### config.mk
export PLATFORM = sky130hd
export DESIGN_NAME = dsp_delay_line_flat
export DESIGN_NICKNAME = d
export VERILOG_FILES = /design/src/rtl/dsp_delay_line_if.sv /design/src/rtl/dsp_delay_line.sv /design/src/flat_wrapper.sv
export SDC_FILE = /design/constraint.sdc
export NUM_CORES = 1
export LEC_CHECK = 0
export BUFFER_PORTS_ARGS = -buffer_cell sky130_fd_sc_hd__buf_2
export CAP_MARGIN = 20
export CORE_ASPECT_RATIO = 0.75
export CORE_MARGIN = 8
export CORE_UTILIZATION = 45
export DETAILED_ROUTE_END_ITERATION = 10
export SYNTH_ARGS = -nofsm -noshare
export SYNTH_HDL_FRONTEND = slang
export SYNTH_SLANG_ARGS = --single-unit
export TNS_END_PERCENT = 50
### constraint.sdc
create_clock -name clk -period 3.4 [get_ports clk]
set_clock_uncertainty 0.05 [all_clocks]
set_input_delay 0 -clock clk [delete_from_list [all_inputs] [get_ports clk]]
set_output_delay 0 -clock clk [all_outputs]
set_load 0.05 [all_outputs]
### src/rtl/dsp_delay_line_if.sv
// Streaming sample bus of the delay line.
//   in_valid  : qualifier for in_data (driven by the producer)
//   in_data   : input sample
//   out_valid : valid bit at the selected tap (driven by the delay line)
//   out_data  : data at the selected tap
// master : the producer/consumer side; slave : the delay line itself.
interface dsp_delay_line_if #(
    parameter int unsigned WIDTH = 18
);
    logic             in_valid;
    logic [WIDTH-1:0] in_data;
    logic             out_valid;
    logic [WIDTH-1:0] out_data;

    modport master (
        output in_valid,
        output in_data,
        input  out_valid,
        input  out_data
    );

    modport slave (
        input  in_valid,
        input  in_data,
        output out_valid,
        output out_data
    );
endinterface

### src/rtl/dsp_delay_line.sv
// Clock-enabled pipeline delay line with run-time latency select.
// A chain of DEPTH stages carries data and a valid bit; the output tap is
// chosen by lat (0 = combinational bypass). Used to balance latency between
// DSP operand branches.
// Ports:
//   clk     : rising-edge clock
//   rst_n   : asynchronous active-low reset, clears all state
//   ce      : clock enable, stages shift only when high
//   flush   : synchronous clear of every stage (wins over ce)
//   lat     : selected latency 0..DEPTH; larger values clamp to DEPTH
//   bus     : in_valid/in_data sample in, out_valid/out_data tap out
//   pending : number of valid entries in stages 0..lat-1
//   lat_err : sticky flag, an out-of-range lat was sampled
module dsp_delay_line #(
    parameter int unsigned WIDTH = 18,
    parameter int unsigned DEPTH = 4,
    localparam int unsigned LW   = $clog2(DEPTH + 1)
) (
    input  logic            clk,
    input  logic            rst_n,
    input  logic            ce,
    input  logic            flush,
    input  logic [LW-1:0]   lat,
    dsp_delay_line_if.slave bus,
    output logic [LW-1:0]   pending,
    output logic            lat_err
);

    localparam logic [LW-1:0] DepthLw = LW'(DEPTH);

    logic [WIDTH-1:0] stg_data_q [DEPTH];
    logic [WIDTH-1:0] stg_data_d [DEPTH];
    logic [DEPTH-1:0] stg_valid_q;
    logic [DEPTH-1:0] stg_valid_d;
    logic             lat_err_q;
    logic             lat_err_d;
    logic [LW-1:0]    lat_eff;

    // Next-state: flush dominates, then shift on ce, otherwise hold.
    always_comb begin
        stg_data_d  = stg_data_q;
        stg_valid_d = stg_valid_q;
        if (flush) begin
            for (int i = 0; i < DEPTH; i++) begin
                stg_data_d[i] = '0;
            end
            stg_valid_d = '0;
        end else if (ce) begin
            stg_data_d[0]  = bus.in_data;
            stg_valid_d[0] = bus.in_valid;
            for (int i = 1; i < DEPTH; i++) begin
                stg_data_d[i]  = stg_data_q[i-1];
                stg_valid_d[i] = stg_valid_q[i-1];
            end
        end
        // Sampled every edge regardless of ce; only reset clears it.
        lat_err_d = lat_err_q | (lat > DepthLw);
    end

    always_ff @(posedge clk or negedge rst_n) begin
        if (!rst_n) begin
            for (int i = 0; i < DEPTH; i++) begin
                stg_data_q[i] <= '0;
            end
            stg_valid_q <= '0;
            lat_err_q   <= 1'b0;
        end else begin
            stg_data_q  <= stg_data_d;
            stg_valid_q <= stg_valid_d;
            lat_err_q   <= lat_err_d;
        end
    end

    // Tap select and occupancy. lat=0 falls through to the bypass defaults
    // and counts nothing.
    always_comb begin
        lat_eff       = (lat > DepthLw) ? DepthLw : lat;
        bus.out_valid = bus.in_valid;
        bus.out_data  = bus.in_data;
        pending       = '0;
        for (int i = 0; i < DEPTH; i++) begin
            if (lat_eff == LW'(i + 1)) begin
                bus.out_valid = stg_valid_q[i];
                bus.out_data  = stg_data_q[i];
            end
            if (LW'(i) < lat_eff) begin
                pending = pending + LW'(stg_valid_q[i]);
            end
        end
    end

    assign lat_err = lat_err_q;

endmodule

### src/flat_wrapper.sv
// flat-port wrapper written by rule: the top's interface ports become plain ports
module dsp_delay_line_flat 
#(
    parameter int unsigned WIDTH = 18,
    parameter int unsigned DEPTH = 4,
    localparam int unsigned LW   = $clog2(DEPTH + 1)
)
  (clk, rst_n, ce, flush, lat, pending, lat_err, bus_in_valid, bus_in_data, bus_out_valid, bus_out_data);
  dsp_delay_line_if #(.WIDTH(WIDTH)) bus_i ();
  input  logic clk;
  input  logic rst_n;
  input  logic ce;
  input  logic flush;
  input  logic [LW-1:0] lat;
  output logic [LW-1:0] pending;
  output logic lat_err;
  input wire logic [$bits(bus_i.in_valid)-1:0] bus_in_valid;
  input wire logic [$bits(bus_i.in_data)-1:0] bus_in_data;
  output wire logic [$bits(bus_i.out_valid)-1:0] bus_out_valid;
  output wire logic [$bits(bus_i.out_data)-1:0] bus_out_data;
  assign bus_i.in_valid = bus_in_valid;
  assign bus_i.in_data = bus_in_data;
  assign bus_out_valid = bus_i.out_valid;
  assign bus_out_data = bus_i.out_data;
  dsp_delay_line #(.WIDTH(WIDTH), .DEPTH(DEPTH)) u_core (.clk(clk), .rst_n(rst_n), .ce(ce), .flush(flush), .lat(lat), .bus(bus_i), .pending(pending), .lat_err(lat_err));
endmodule
# == Word-level counts from Yosys, hierarchy flattened ==
# Cells that the tools add are included.
# classes
n_addsub,3
multipliers,0
n_div,0
magnitude_cmp,5
eq_ne,4
shifts,0
mux,17
n_bitwise,1
n_reduce_logical,1
# ops
op,count
$mux 72,2
$mux 18,4
$mux 3,4
$mux 4,2
$add 3x1->3,2
$eq 3x2->1 const B,2
$lt 1x3->1 const A,2
$lt 2x3->1 const A,2
$mux 1,5
$eq 3x1->1 const B,1
$eq 3x3->1 const B,1
$gt 3x3->1 const B,1
$add 1x1->2,1
$reduce_bool 2->1,1
$or 1x1->1,1
# totals
reg_bits,77
latchBits,0
ram_bits,0
rom_bits,0
in_bits,26
output_inout_bits,23
word_cells,37
n_memories,0

# == Depth between registers and ports, before layout ==
# depth
ltp_word,10
ltp_mapped,13
depth_no_buf,11

# == Worst setup path before layout ==
# OpenSTA, ideal clock, no wires.
# synth_path
path_type,input port to output port
start,input port lat[2]
end,output port pending[1]
arrival_time_ns,2.745
required_ns,3.350
slack_ns,0.605
stages,11
n_path_buf,2
cell_sequence,buf_2 > buf_1 > o31a_1 > ha_1 > o21ai_0 > nand2_1 > ha_1 > ha_1 > mux2_2 > nand2_1 > o21ai_0
# synth_between
elab_chain_len,10
elab_cells_between_ends,13
classes_between,3 x add/sub; 5 x order compare; 5 x mux
# synth_lines
item,line_no,source
start: declaration,flat_wrapper.sv:14,input logic [LW-1:0] lat;
$gt 3x3->1,dsp_delay_line.sv:77,lat_eff = (lat > DepthLw) ? DepthLw : lat;
$mux 3 *,dsp_delay_line.sv:77,
$lt 1x3->1,dsp_delay_line.sv:86,if (LW'(i) < lat_eff) begin
$mux 1,dsp_delay_line.sv:86,
$add 1x1->2,dsp_delay_line.sv:87,pending = pending + LW'(stg_valid_q[i]);
$mux 3,dsp_delay_line.sv:86,
$add 3x1->3,dsp_delay_line.sv:87,
$mux 3,dsp_delay_line.sv:86,
$add 3x1->3,dsp_delay_line.sv:87,
$mux 3 *,dsp_delay_line.sv:86,
end: declaration,flat_wrapper.sv:15,output logic [LW-1:0] pending;
# Every way passes the cells marked *; elsewhere a longest branch is shown, timed or not.

# == Worst setup path after layout ==
# layout_path
start,register u_core.stg_valid_q[0]
end,output port pending[2]
# layout_between
elab_chain_len,7
# layout_lines
item,line_no,source
start: declaration,dsp_delay_line.sv:33,logic [DEPTH-1:0] stg_valid_q;
start signal: assignment,dsp_delay_line.sv:69,stg_valid_q <= stg_valid_d;
$mux 1 *,dsp_delay_line.sv:86,
$add 1x1->2,dsp_delay_line.sv:87,
$mux 3 *,dsp_delay_line.sv:86,
$add 3x1->3,dsp_delay_line.sv:87,
$mux 3 *,dsp_delay_line.sv:86,
$add 3x1->3,dsp_delay_line.sv:87,
$mux 3 *,dsp_delay_line.sv:86,
# Marked as above.

==> results.md <==
- Root buffer cell: clkbuf_16
- CTS clk-pin slew, worst paths: 60 ps
- Sum Neg Setup Slack: 0 ps
- Hold WC Path Type: input pin to flip-flop
- DR iter-0 viols: 235
- Remaining antenna violation count: 0
- Skew-Pair Late Insertion Delay: 330 ps
- Global route total overflow: 0
- Vias: slightly below 3000
- CTS H-tree depth: 3
- Grt peak-use layer: met2
- # diodes: 0
- R2R Setup Slk: between 2000 and 3000 ps
- Avg Synthesized Cell Area: 11.1 sq um
- Final instance area: just under 5000 sq um
- Final wirelength: 9.18 mm
- Cells after Synth: between 300 and 400
- Die area: 12500 sq um
- Met2 GRT Util: approximately a quarter
- Initial core utilization: 45.8%
- Clock buffer depth: 2
- FMAX: ~330 MHz
- Synthesis-to-layout area growth: 19.6%
- Worst-Margin Slew: 957 ps
- Cell area after synthesis: 4110 sq um
- Hold WS: 125 ps
- Relative slew slack: a little over a third
- DIE WIDTH: 126 um
- Initial antenna violation count: 0
- Share of post-route cells with drive strength above 1: 22.5%
- Vias in the first global route: 2937
- Largest net degree at the start of global routing: 78
- Via density: 5.40
- Final setup vio count: 0
- Number of synthesized register bits: 77
- Std-Cell Core Area: 8970 sq um
- PortBufs: between 40 and 50
- Final HPWL DP: 5.59 mm
- Number of buffers created by CTS: 9
- Drt pass-1 iters: 7
- Clock period minus worst slack: 3020 ps
- Critical Path Fanout Max: 5
- Leak: ~2.6 nW
- Die Y: 98.7 um
- Max-cap violations: 0
- Sink Count: 77
- Row cnt: 30
- Kind of critical path: flip-flop to output port
- Critical Path Source Type: flip-flop
- Synthesis Warnings: 0
- VDD IR max: between 0.0002 and 0.0003 V
- Post-synthesis sequential area ratio: 46.9%
- GP Congestion: 0.722
- Total GRT Usage: 15.3%
- Fin. Hold Viols: 0
- Met3 Usage GRT: 4.69%
- Placed cell area: 4360 sq um
- WP data required: about 3400 ps
- Nets: 458
- # IOs: 49
- Post-CTS Setup Inserts: 0
- Syn_nets: 401
- Per-cell routed wire length: 16.9 um
- RSZ-0062 raised after global routing: false
- Status: completed
- Post-route DRC: 0
- Final max-slew violation count: 0
- CTS tree: done
- Met1 usage: 20.4%
- Power per cell area: ~460 nW/um^2
- First-pass GRT wire length: around 15 mm
- Worst setup EP type: output port
- Count of cell types in the netlist: 31
- Final critical-path share of the clock period: 88.9%
- CP arrival: 2970 ps
## power by group
group,switching [mW],leakage (nW),internal (mW),total [mW]
Combinational,0.179,1.37,0.124,0.304
Clock,0.363,0.155,0.624,0.987
Sequential,0.0191,1.05,0.942,0.961
## per-stage QoR
step / total power, mW / setup WS [ps] / cells / utilization [%]
after floorplan: 1.18 / 605 / 370 / -
after global placement: 1.26 / 768 / 506 / 48.6
after detailed placement: 1.26 / 726 / 506 / 48.6
after CTS: 2.28 / 369 / 541 / 54.3
after global routing: 2.35 / 225 / 543 / 54.7
final: 2.25 / 377 / 543 / 54.7
## cell type report
class,count,area (sq um)
fill,806,4060
multi-input combinational,262,2000
sequential,77,1930
timing repair buffer,77,536
clock buffer,12,267
tap,112,140
clock inverter,3,43.8
## path summary, 6_finish.rpt
path                       depth (start not counted)                     to             startpoint
max                                               12             pending[2]  u_core.stg_valid_q[0]
min                                                3         u_core.lat_err                 lat[2]
max reg2reg                                        2  u_core.stg_data_q[38]  u_core.stg_data_q[38]
min reg2reg                                        1         u_core.lat_err         u_core.lat_err
max in group asynchronous                          4  u_core.stg_data_q[55]                  rst_n
min in group asynchronous                          3  u_core.stg_data_q[17]                  rst_n
## cells by family after synthesis
| logic type | count (synthesis) | share of synthesized area, % |
|---|---|---|
| AND/OR/NAND/NOR | 130 | 13.7 |
| XOR/XNOR | 1 | 0.213 |
| AO/OA/AOI/OAI | 25 | 5.21 |
| flip-flops | 77 | 46.9 |
| buffers and inverters | 31 | 4.42 |
| adder cells (fa/ha/maj) | 5 | 1.52 |
| multiplexers | 101 | 28.0 |
## cells in the mapped netlist
cell	n	share of area [%]
dfrtp_1	77	47
mux2i_1	76	19
nor2_1	76	6.9
nand2_1	33	3.0
nor2b_1	14	2.1
a222oi_1	13	3.2
mux2_4	13	4.8
buf_2	10	1.2
clkbuf_1	10	0.91
mux2_2	7	1.9
buf_4	6	1.1
ha_1	5	1.5
buf_6	4	1.1
mux4_2	4	2.2
a22o_1	3	0.64
o21ai_0	3	0.37
a31oi_1	2	0.30
a21oi_1	1	0.12
a32oi_1	1	0.21
and3b_1	1	0.21
buf_1	1	0.091
mux4_1	1	0.64
nand2b_1	1	0.15
nand3b_1	1	0.18
nand4_1	1	0.15
nor2_4	1	0.27
nor2b_4	1	0.34
nor4bb_1	1	0.24
o21a_1	1	0.18
o31a_1	1	0.21
xor2_1	1	0.21
## sequential cells by signal (all words and copies together) (netlist names)
register	count
u_core.stg_data_q	72
u_core.stg_valid_q	4
u_core.lat_err	1
## cells in the final DEF (no fill, tap or decap), types with 2 or more instances in the layout
cell type       n
mux2_2          7
ha_1            5
a22o_1          3
dlygate4sd3_1  21
nor2_1         76
clkbuf_16       9
o21ai_0         3
a222oi_1       13
nand2_1        33
mux4_2          4
buf_2          46
dfrtp_1        77
buf_4           9
mux2i_1        76
nor2b_1        14
clkbuf_8        3
a31oi_1         2
mux2_4         13
## metal layers
metal,up-vias,share of wire (%)
met2,79,45
met5,-,0
met1,1442,48
li1,1401,-
met3,8,5.6
met4,0,1.0
## timing repair
action / CTS / global route
endpoints found under the hold margin: 96 / 3
gates resized for setup: 0 / 0
hold buffers: 20 / 1
## worst max-delay path, stage by stage (launching register included)
cell	delay (ps)
dfrtp_1	420
o31a_1	130
ha_1	310
o21ai_0	80
nand2_1	80
ha_1	190
ha_1	300
a22o_1	240
a22o_1	180
ha_1	200
xor2_1	130
a22o_1	130
buf_2	260
(Power assumes the default switching activity.)
